<file path="config.mk">
export PLATFORM = sky130hd
export DESIGN_NAME = tube_tdc_event_builder_flat
export DESIGN_NICKNAME = d
export VERILOG_FILES = /design/src/rtl/tube_tdc_event_builder_if.sv /design/src/rtl/tube_tdc_event_builder.sv /design/src/flat_wrapper.sv
export SDC_FILE = /design/constraint.sdc
export NUM_CORES = 2
export LEC_CHECK = 0
export BUFFER_PORTS_ARGS = -buffer_cell sky130_fd_sc_hd__buf_2
export CAP_MARGIN = 15
export CORE_AREA = 2 2 367 369
export CTS_CLUSTER_DIAMETER = 80
export DETAILED_ROUTE_END_ITERATION = 10
export DIE_AREA = 0 0 369 371
export PLACE_DENSITY = 0.65
export SETUP_SLACK_MARGIN = 0.2
export SYNTH_ARGS = -nofsm -noshare
export SYNTH_HDL_FRONTEND = slang
export SYNTH_SLANG_ARGS = --single-unit
</file>
<file path="constraint.sdc">
create_clock -name clk100 -period 31.6 [get_ports clk100]
set_input_delay 3.16 -clock clk100 [delete_from_list [all_inputs] [get_ports clk100]]
set_output_delay 3.16 -clock clk100 [all_outputs]
set_load 0.03 [all_outputs]
</file>
<file path="src/rtl/tube_tdc_event_builder_if.sv">
// rtl/tube_tdc_event_builder_if.sv - readout port of the tube TDC event builder
interface tube_tdc_event_builder_if;
    logic [15:0] OTUBE;
    logic        RD_VALID;
    logic        RD_EN;
    logic        RD_EMPTY;

    modport master (output OTUBE, output RD_VALID, output RD_EMPTY, input RD_EN);
    modport slave  (input OTUBE, input RD_VALID, input RD_EMPTY, output RD_EN);
endinterface

</file>
<file path="src/rtl/tube_tdc_event_builder.sv">
// rtl/tube_tdc_event_builder.sv - drift-tube TDC event builder
// Synchronised trigger/hit capture, first-hit time stamps, event words packed into a FWFT FIFO.
module tube_tdc_event_builder #(
    parameter int N_CH          = 32,
    parameter int TW            = 8,
    parameter int WINDOW        = 200,
    parameter int ZERO_SUPPRESS = 1,
    parameter int FIFO_DEPTH    = 64
) (
    input  logic                      clk100,
    input  logic                      rst_n,
    input  logic                      SCIN_COIN,
    input  logic [N_CH-1:0]           TUBE,
    tube_tdc_event_builder_if.master  rd,
    output logic                      busy,
    output logic                      overflowLight
);
    localparam int AW = $clog2(FIFO_DEPTH);
    localparam int CW = AW + 1;
    localparam logic [CW-1:0] DEPTH_C   = CW'(FIFO_DEPTH);
    localparam logic [CW-1:0] NEED_C    = CW'(N_CH + 2);
    localparam logic [TW-1:0] CNT_LAST  = TW'(WINDOW - 1);
    localparam logic [8:0]    SLOT_LAST = 9'(N_CH + 1);

    typedef enum logic [1:0] {S_IDLE, S_WINDOW, S_EMIT} state_t;

    // Bit N_CH carries the trigger, bits N_CH-1:0 the tubes.
    logic [N_CH:0]              sync1_q, sync1_d, sync2_q, sync2_d, sync3_q, sync3_d, edge_q, edge_d;
    state_t                     state_q, state_d;
    logic [TW-1:0]              cntr_q, cntr_d;
    logic [8:0]                 slot_q, slot_d;
    logic [N_CH-1:0]            hit_valid_q, hit_valid_d;
    logic [N_CH-1:0][TW-1:0]    stamp_q, stamp_d;
    logic [7:0]                 hit_count_q, hit_count_d;
    logic [7:0]                 event_id_q, event_id_d;
    logic                       overflow_q, overflow_d;
    logic                       busy_q, busy_d;
    logic [AW-1:0]              wr_ptr_q, wr_ptr_d, rd_ptr_q, rd_ptr_d;
    logic [CW-1:0]              fifo_cnt_q, fifo_cnt_d;
    logic [15:0]                fifo_mem_q [FIFO_DEPTH];

    logic                       wr_en, rd_valid, rd_fire, sel_valid;
    logic [15:0]                wr_data;
    logic [TW-1:0]              sel_stamp;
    logic [8:0]                 ch_idx;

    assign rd_valid = (fifo_cnt_q != '0);
    assign rd_fire  = rd_valid && rd.RD_EN;

    always_comb begin
        ch_idx    = slot_q - 9'd1;
        sel_valid = 1'b0;
        sel_stamp = '0;
        for (int c = 0; c < N_CH; c++) begin
            if (ch_idx == 9'(c)) begin
                sel_valid = hit_valid_q[c];
                sel_stamp = stamp_q[c];
            end
        end
    end

    always_comb begin
        sync1_d     = {SCIN_COIN, TUBE};
        sync2_d     = sync1_q;
        sync3_d     = sync2_q;
        edge_d      = sync2_q & ~sync3_q;
        state_d     = state_q;
        cntr_d      = cntr_q;
        slot_d      = slot_q;
        hit_valid_d = hit_valid_q;
        stamp_d     = stamp_q;
        hit_count_d = hit_count_q;
        event_id_d  = event_id_q;
        overflow_d  = overflow_q;
        wr_en       = 1'b0;
        wr_data     = 16'h0000;

        case (state_q)
            S_IDLE: begin
                if (edge_q[N_CH]) begin
                    state_d     = S_WINDOW;
                    cntr_d      = '0;
                    hit_valid_d = '0;
                    hit_count_d = 8'd0;
                end
            end
            S_WINDOW: begin
                cntr_d = cntr_q + TW'(1);
                for (int c = 0; c < N_CH; c++) begin
                    if (edge_q[c] && !hit_valid_q[c]) begin
                        stamp_d[c]     = cntr_q;
                        hit_valid_d[c] = 1'b1;
                        hit_count_d    = hit_count_d + 8'd1;
                    end
                end
                if (cntr_q == CNT_LAST) begin
                    slot_d = 9'd0;
                    // Whole event must fit, so EMIT never has to stall on a full FIFO.
                    if ((DEPTH_C - fifo_cnt_q) < NEED_C) begin
                        overflow_d = 1'b1;
                        event_id_d = event_id_q + 8'd1;
                        state_d    = S_IDLE;
                    end else begin
                        state_d = S_EMIT;
                    end
                end
            end
            S_EMIT: begin
                slot_d = slot_q + 9'd1;
                if (slot_q == 9'd0) begin
                    wr_en   = 1'b1;
                    wr_data = {8'hFF, event_id_q};
                end else if (slot_q == SLOT_LAST) begin
                    wr_en      = 1'b1;
                    wr_data    = {8'hFE, hit_count_q};
                    event_id_d = event_id_q + 8'd1;
                    state_d    = S_IDLE;
                end else if (sel_valid) begin
                    wr_en   = 1'b1;
                    wr_data = {ch_idx[7:0], 8'(sel_stamp)};
                end else if (ZERO_SUPPRESS == 0) begin
                    wr_en   = 1'b1;
                    wr_data = {ch_idx[7:0], 8'hFF};
                end
            end
            default: state_d = S_IDLE;
        endcase

        busy_d     = (state_d != S_IDLE);
        wr_ptr_d   = wr_en   ? wr_ptr_q + AW'(1) : wr_ptr_q;
        rd_ptr_d   = rd_fire ? rd_ptr_q + AW'(1) : rd_ptr_q;
        fifo_cnt_d = fifo_cnt_q + CW'(wr_en) - CW'(rd_fire);
    end

    always_ff @(posedge clk100 or negedge rst_n) begin
        if (!rst_n) begin
            sync1_q     <= '0;
            sync2_q     <= '0;
            sync3_q     <= '0;
            edge_q      <= '0;
            state_q     <= S_IDLE;
            cntr_q      <= '0;
            slot_q      <= '0;
            hit_valid_q <= '0;
            stamp_q     <= '0;
            hit_count_q <= '0;
            event_id_q  <= '0;
            overflow_q  <= 1'b0;
            busy_q      <= 1'b0;
            wr_ptr_q    <= '0;
            rd_ptr_q    <= '0;
            fifo_cnt_q  <= '0;
        end else begin
            sync1_q     <= sync1_d;
            sync2_q     <= sync2_d;
            sync3_q     <= sync3_d;
            edge_q      <= edge_d;
            state_q     <= state_d;
            cntr_q      <= cntr_d;
            slot_q      <= slot_d;
            hit_valid_q <= hit_valid_d;
            stamp_q     <= stamp_d;
            hit_count_q <= hit_count_d;
            event_id_q  <= event_id_d;
            overflow_q  <= overflow_d;
            busy_q      <= busy_d;
            wr_ptr_q    <= wr_ptr_d;
            rd_ptr_q    <= rd_ptr_d;
            fifo_cnt_q  <= fifo_cnt_d;
        end
    end

    // Storage needs no reset: the head word is masked until the count says it is valid.
    always_ff @(posedge clk100) begin
        if (wr_en) begin
            fifo_mem_q[wr_ptr_q] <= wr_data;
        end
    end

    assign rd.OTUBE       = rd_valid ? fifo_mem_q[rd_ptr_q] : 16'h0000;
    assign rd.RD_VALID    = rd_valid;
    assign rd.RD_EMPTY    = !rd_valid;
    assign busy           = busy_q;
    assign overflowLight  = overflow_q;
endmodule
</file>
<file path="src/flat_wrapper.sv">
// flat-port wrapper written by rule: the top's interface ports become plain ports
module tube_tdc_event_builder_flat 
#(
    parameter int N_CH          = 32,
    parameter int TW            = 8,
    parameter int WINDOW        = 200,
    parameter int ZERO_SUPPRESS = 1,
    parameter int FIFO_DEPTH    = 64
)
  (clk100, rst_n, SCIN_COIN, TUBE, busy, overflowLight, rd_OTUBE, rd_RD_VALID, rd_RD_EMPTY, rd_RD_EN);
  tube_tdc_event_builder_if rd_i ();
  input  logic clk100;
  input  logic rst_n;
  input  logic SCIN_COIN;
  input  logic [N_CH-1:0] TUBE;
  output logic busy;
  output logic overflowLight;
  output wire logic [$bits(rd_i.OTUBE)-1:0] rd_OTUBE;
  output wire logic [$bits(rd_i.RD_VALID)-1:0] rd_RD_VALID;
  output wire logic [$bits(rd_i.RD_EMPTY)-1:0] rd_RD_EMPTY;
  input wire logic [$bits(rd_i.RD_EN)-1:0] rd_RD_EN;
  assign rd_OTUBE = rd_i.OTUBE;
  assign rd_RD_VALID = rd_i.RD_VALID;
  assign rd_RD_EMPTY = rd_i.RD_EMPTY;
  assign rd_i.RD_EN = rd_RD_EN;
  tube_tdc_event_builder #(.N_CH(N_CH), .TW(TW), .WINDOW(WINDOW), .ZERO_SUPPRESS(ZERO_SUPPRESS), .FIFO_DEPTH(FIFO_DEPTH)) u_core (.clk100(clk100), .rst_n(rst_n), .SCIN_COIN(SCIN_COIN), .TUBE(TUBE), .rd(rd_i), .busy(busy), .overflowLight(overflowLight));
endmodule
</file>
==> results <==
- The floorplan step set the die height to between 300 and 400 um.
- By area, the combinational part of the netlist is dominated by multiplexers.
- The average routed wire per standard cell is between 20 and 30 um.
- Net switching is between 30 and 40% of the power.
- After synthesis, the cell types taking the most area are sky130_fd_sc_hd__edfxtp_1, sky130_fd_sc_hd__dfrtp_1, sky130_fd_sc_hd__mux4_2, sky130_fd_sc_hd__mux2_2, sky130_fd_sc_hd__xnor2_1.
- Counting instances in the post-synthesis netlist gives the leading cell types as sky130_fd_sc_hd__edfxtp_1, sky130_fd_sc_hd__dfrtp_1, sky130_fd_sc_hd__mux4_2.
- The count of pins over their slew limit is 0.
- The unique cell type count in the Yosys netlist is between 100 and 150.
- The switching power of the nets is between 2000 and 2500 uW.
- Port buffering added 55 buffers.
- The final routed DRC violation total is 0.
- The share of flip-flops with an asynchronous set or reset after synthesis is roughly a third.
- The worst-margin pin slew is approximately 1200 ps.
- between 50 and 60 I/O pins were placed.
- The number of antenna violations at the first check in global routing is 7.
- The first global-routing pass estimated between 200000 and 250000 um of wire.
- When the netlist entered floorplanning its net count stood at approximately 4300.
- The highest achievable clock rate is 0.0516 GHz.
- The clock transition time at the flip-flop clock pins of the worst setup and hold paths is roughly 60 ps.
- The filler cells instantiated in the layout total 10387.
- In this run, synthesis produced a sequential element count of 1500.
- The area growth from synthesis to final layout is 12.4%.
- TritonCTS built the clock tree.
- For the worst setup path, the data required time is between 30000 and 40000 ps.
- The path class of the lowest-slack min-delay path is reg2reg.
- The number of buffers on the longest clock path is 3.
- The H-tree depth reported by CTS is 4.
- Sequential cells burn between 30% and 40% of the power.
- The worst register-to-register path ends at u_core.hit_count_q[6].
- The number of warnings printed during yosys synthesis is 0.
- Once the clock tree was built, the resizer swapped 0 gates to a different size.
- The capturing element of the worst setup path is u_core.hit_count_q[6].
- The number of hold violations in the final report is 0.
- The DRC violation total after the first TritonRoute iteration is between 3000 and 4000.
- The largest net degree at the start of global routing is between 100 and 150.
- For the finished layout, the period the worst path requires is just under 20000 ps.
- In the final timing run, aggregate negative setup slack is 0 ps.
- The leakage power is between 0.02 and 0.025 uW.
- In this run the biggest area consumer among cell types represents around 46% of the synthesized area.
- The total via count after detailed routing is roughly 38000.
- The setup violation total in the final timing report is 0.
- The worst setup path is of the reg2reg kind.
- Hold repair after CTS inserted 0 buffers.
- The core box area is 133000 um2.
- The number of nets with antenna violations after routing is 0.
- The nature of the critical path endpoint is a flop.
- The part of the total power dissipated in the clock network is about 28%.
- Measured against the total synthesized area, the mux share comes to 16.3%.
- The worst ir drop on vdd is approximately 0.082 mV.
- The power density over the cells is between 90 and 100 nW/um2.
- The final layout contains routed wiring with a total length of roughly 160000 um.
- The synthesized design contains roughly 1000 enable-type register cells.
- The portion of the clock cycle consumed by the worst path in the final layout is 61.3%.
- The die is roughly 370 um wide.
- For this design, the slowest cell found on the critical path is sky130_fd_sc_hd__a211oi_1.
- In this run the cell area of the synthesized design comes to ~66000 um2.
- Across all register-to-register paths, the minimum setup slack is about 12000 ps.
- The internal power of the cells is about 4300 uW.
- The TritonCTS buffer count is between 150 and 200.
- Setup repair after global routing left no endpoint under its margin.
- The critical path starts at u_core.hit_count_q[1].
- Of the synthesized area, sequential elements account for 64.4%.
- For the worst-skew pair, the clock arrives at the later sink with an insertion delay of 820 ps.
- The depth of the worst register-to-register path is 87.
- The most common cell in the synthesized netlist is sky130_fd_sc_hd__edfxtp_1.
- The final setup slack of the worst path is 12230 ps.
- Of all nets on the critical path, the largest fanout is 7.
- The length of the first detailed-routing pass in iterations is 5.
- Synthesis produced a netlist whose cell count is ~4200.
- In the synthesized netlist the dominant register cell turns out to be sky130_fd_sc_hd__edfxtp_1.
- The starting utilization of the core area is roughly 50%.
- The number of sinks driven by the clock tree is 1500.
- The flow ran to the end, and the final reports show no timing, DRC or antenna violations.
- The reg-to-reg critical path startpoint is u_core.hit_count_q[1].
- The combinational share of power is about 38%.
- After Yosys synthesis, and, or, nand and nor cells account for between 6 and 7% of the synthesized area.
- Of the total synthesized cell area, the portion taken by full adders, half adders and majority gates is 1.14%.
- The worst slew slack as a fraction of its limit is a little over a fifth.
- The worst setup path is launched from a flop.
- The number of maximum-capacitance violations is 0.
- The largest total area in the synthesized netlist belongs to sky130_fd_sc_hd__edfxtp_1.
- Timing analysis after detailed placement gives a worst setup slack of about 12000 ps.
- The final weighted congestion in routability-driven placement is 0.869.
- In the final layout, the share of cells above drive strength 1 is between 20% and 30%.
- Dividing the detail-routed via count by the number of cells gives 6.08.
- The via count of the first global-routing pass is ~38000.
- The synthesized netlist devotes 3.95% of its cell area to XOR and XNOR gates.
- The initialized floorplan defines 134 standard-cell rows.
- At the end of the flow the core is filled with cells to 56.1%.
- The residual overflow from global routing is 0.
- Counting stages on the worst path, the most repeated cell is sky130_fd_sc_hd__ha_1.
- The die outline area is about 140000 um2.
- The number of setup buffers added after CTS is 0.
- The synthesized netlist devotes 5.88% of its cell area to compound gates.
- The tree is rooted in a sky130_fd_sc_hd__clkbuf_16.
- The number of nets in the finished design is between 4000 and 5000.
- STA puts the critical path data arrival time at roughly 20000 ps.
- Across the routed clock network, the largest skew measured is between 60 and 70 ps.
- Global routing consumed, over all layers together, 23.6% of the routing resources.
- The HPWL after detailed placement is about 99000 um.
- In this run the mean area of a mapped cell was roughly 16 um2.
- In this design, the stage delay of the slowest critical-path cell is just under 700 ps.
==> worst min-delay path by stage <==
| stage | start | to | slack [ps] | depth (start not counted) |
|---|---|---|---|---|
| floorplan | u_core.sync1_q[0] | u_core.sync2_q[0] | 330 | 0 |
| global placement | u_core.sync1_q[26] | u_core.sync2_q[26] | 330 | 0 |
| detailed placement | u_core.sync1_q[17] | u_core.sync2_q[17] | 330 | 0 |
| CTS | u_core.sync1_q[19] | u_core.sync2_q[19] | 340 | 0 |
| global route | u_core.sync1_q[19] | u_core.sync2_q[19] | 350 | 0 |
| finish | u_core.sync1_q[19] | u_core.sync2_q[19] | 340 | 0 |
==> critical path: cells and delay by family (launching register included) <==
kind                     cells  cell delay, ps
adder cells (fa/ha/maj)     17            5210
buffers and inverters        5             450
multiplexers                 7            1540
AND/OR/NAND/NOR             18            2990
XOR/XNOR                    12            2320
flip-flops                   1             570
AO/OA/AOI/OAI               28            6130
==> power by group through the flow <==
stage / registers (uW) / clock network, uW / logic (uW)
after floorplan: 2270 / 0 / 2110
after global placement: 2360 / 0 / 2510
after detailed placement: 2360 / 0 / 2540
after CTS: 2320 / 1880 / 2550
after global routing: 2340 / 1960 / 2830
final: 2320 / 1840 / 2550
==> state kept, by name, summed over array words and instances, names as in the netlist <==
signal / count
u_core.sync1_q: 33
u_core.rd_ptr_q: 6
u_core.hit_count_q: 8
u_core.slot_q: 9
u_core.overflowLight: 1
u_core.event_id_q: 8
u_core.fifo_mem_q: 1024
u_core.state_q: 2
u_core.hit_valid_q: 32
u_core.edge_q: 33
u_core.cntr_q: 8
u_core.busy: 1
u_core.wr_ptr_q: 6
u_core.stamp_q: 256
u_core.fifo_cnt_q: 7
u_core.sync2_q: 33
u_core.sync3_q: 33
==> cell usage in the layout, fill, tap and decap left out, drive strengths merged, types with 16 or more instances in the layout <==
cell type	Yosys	layout
and2	41	41
nor3	52	52
xnor2	156	156
o22ai	24	24
buf	45	186
mux2	265	265
ha	58	58
xor2	67	67
nor2b	83	83
o211ai	29	29
a211oi	30	30
a221oi	18	18
nand3	68	68
clkinv	2	69
nor2	280	280
nand4	24	24
nand2	254	254
o21ai	134	134
dfrtp	476	476
a21oi	170	170
o31ai	16	16
a31oi	29	29
nand3b	20	20
mux4	336	336
inv	44	52
edfxtp	1024	1024
mux2i	21	21
and3	16	16
clkbuf	156	199
nand2b	29	29
==> per-layer routing <==
layer / global-route usage [%] / share of wire [%]
met5: 0 / 0
met2: 37.1 / 48
met1: 34.3 / 44
met3: 3.76 / 6.5
met4: 6.62 / 2.3
==> logic make-up (layout without fill, tap and decap cells) <==
family	Yosys count	in the layout
AOI/OAI and AO/OA	599	599
buffers and inverters	247	518
adders and majority gates	60	60
muxes	622	622
and+or+nand+nor	942	942
DFF	1500	1500
other	0	2
xor gates and xnor gates	237	237
==> area by class of cell <==
type / count / area (um2) / area share, %
antenna: 2 / 5.00 / 0.00672
tap: 1768 / 2210 / 2.97
clock buffer: 199 / 4290 / 5.77
clock inverter: 87 / 977 / 1.31
sequential: 1500 / 42700 / 57.3
timing repair buffer: 186 / 1310 / 1.76
multi-input combinational: 2460 / 22800 / 30.6
inverter: 46 / 175 / 0.235
==> stage by stage <==
step                      std cells  hold slack (ps)  cell area [um2]  total power (uW)
final                          6248              344            74400              6710
after detailed placement       5959              335            69100              4900
after CTS                      6245              344            74400              6760
after global routing           6246              347            74400              7120
after global placement         5959              332            69100              4870
after floorplan                4207              331            66200              4380
No activity file was read; power rests on OpenSTA's default activity.
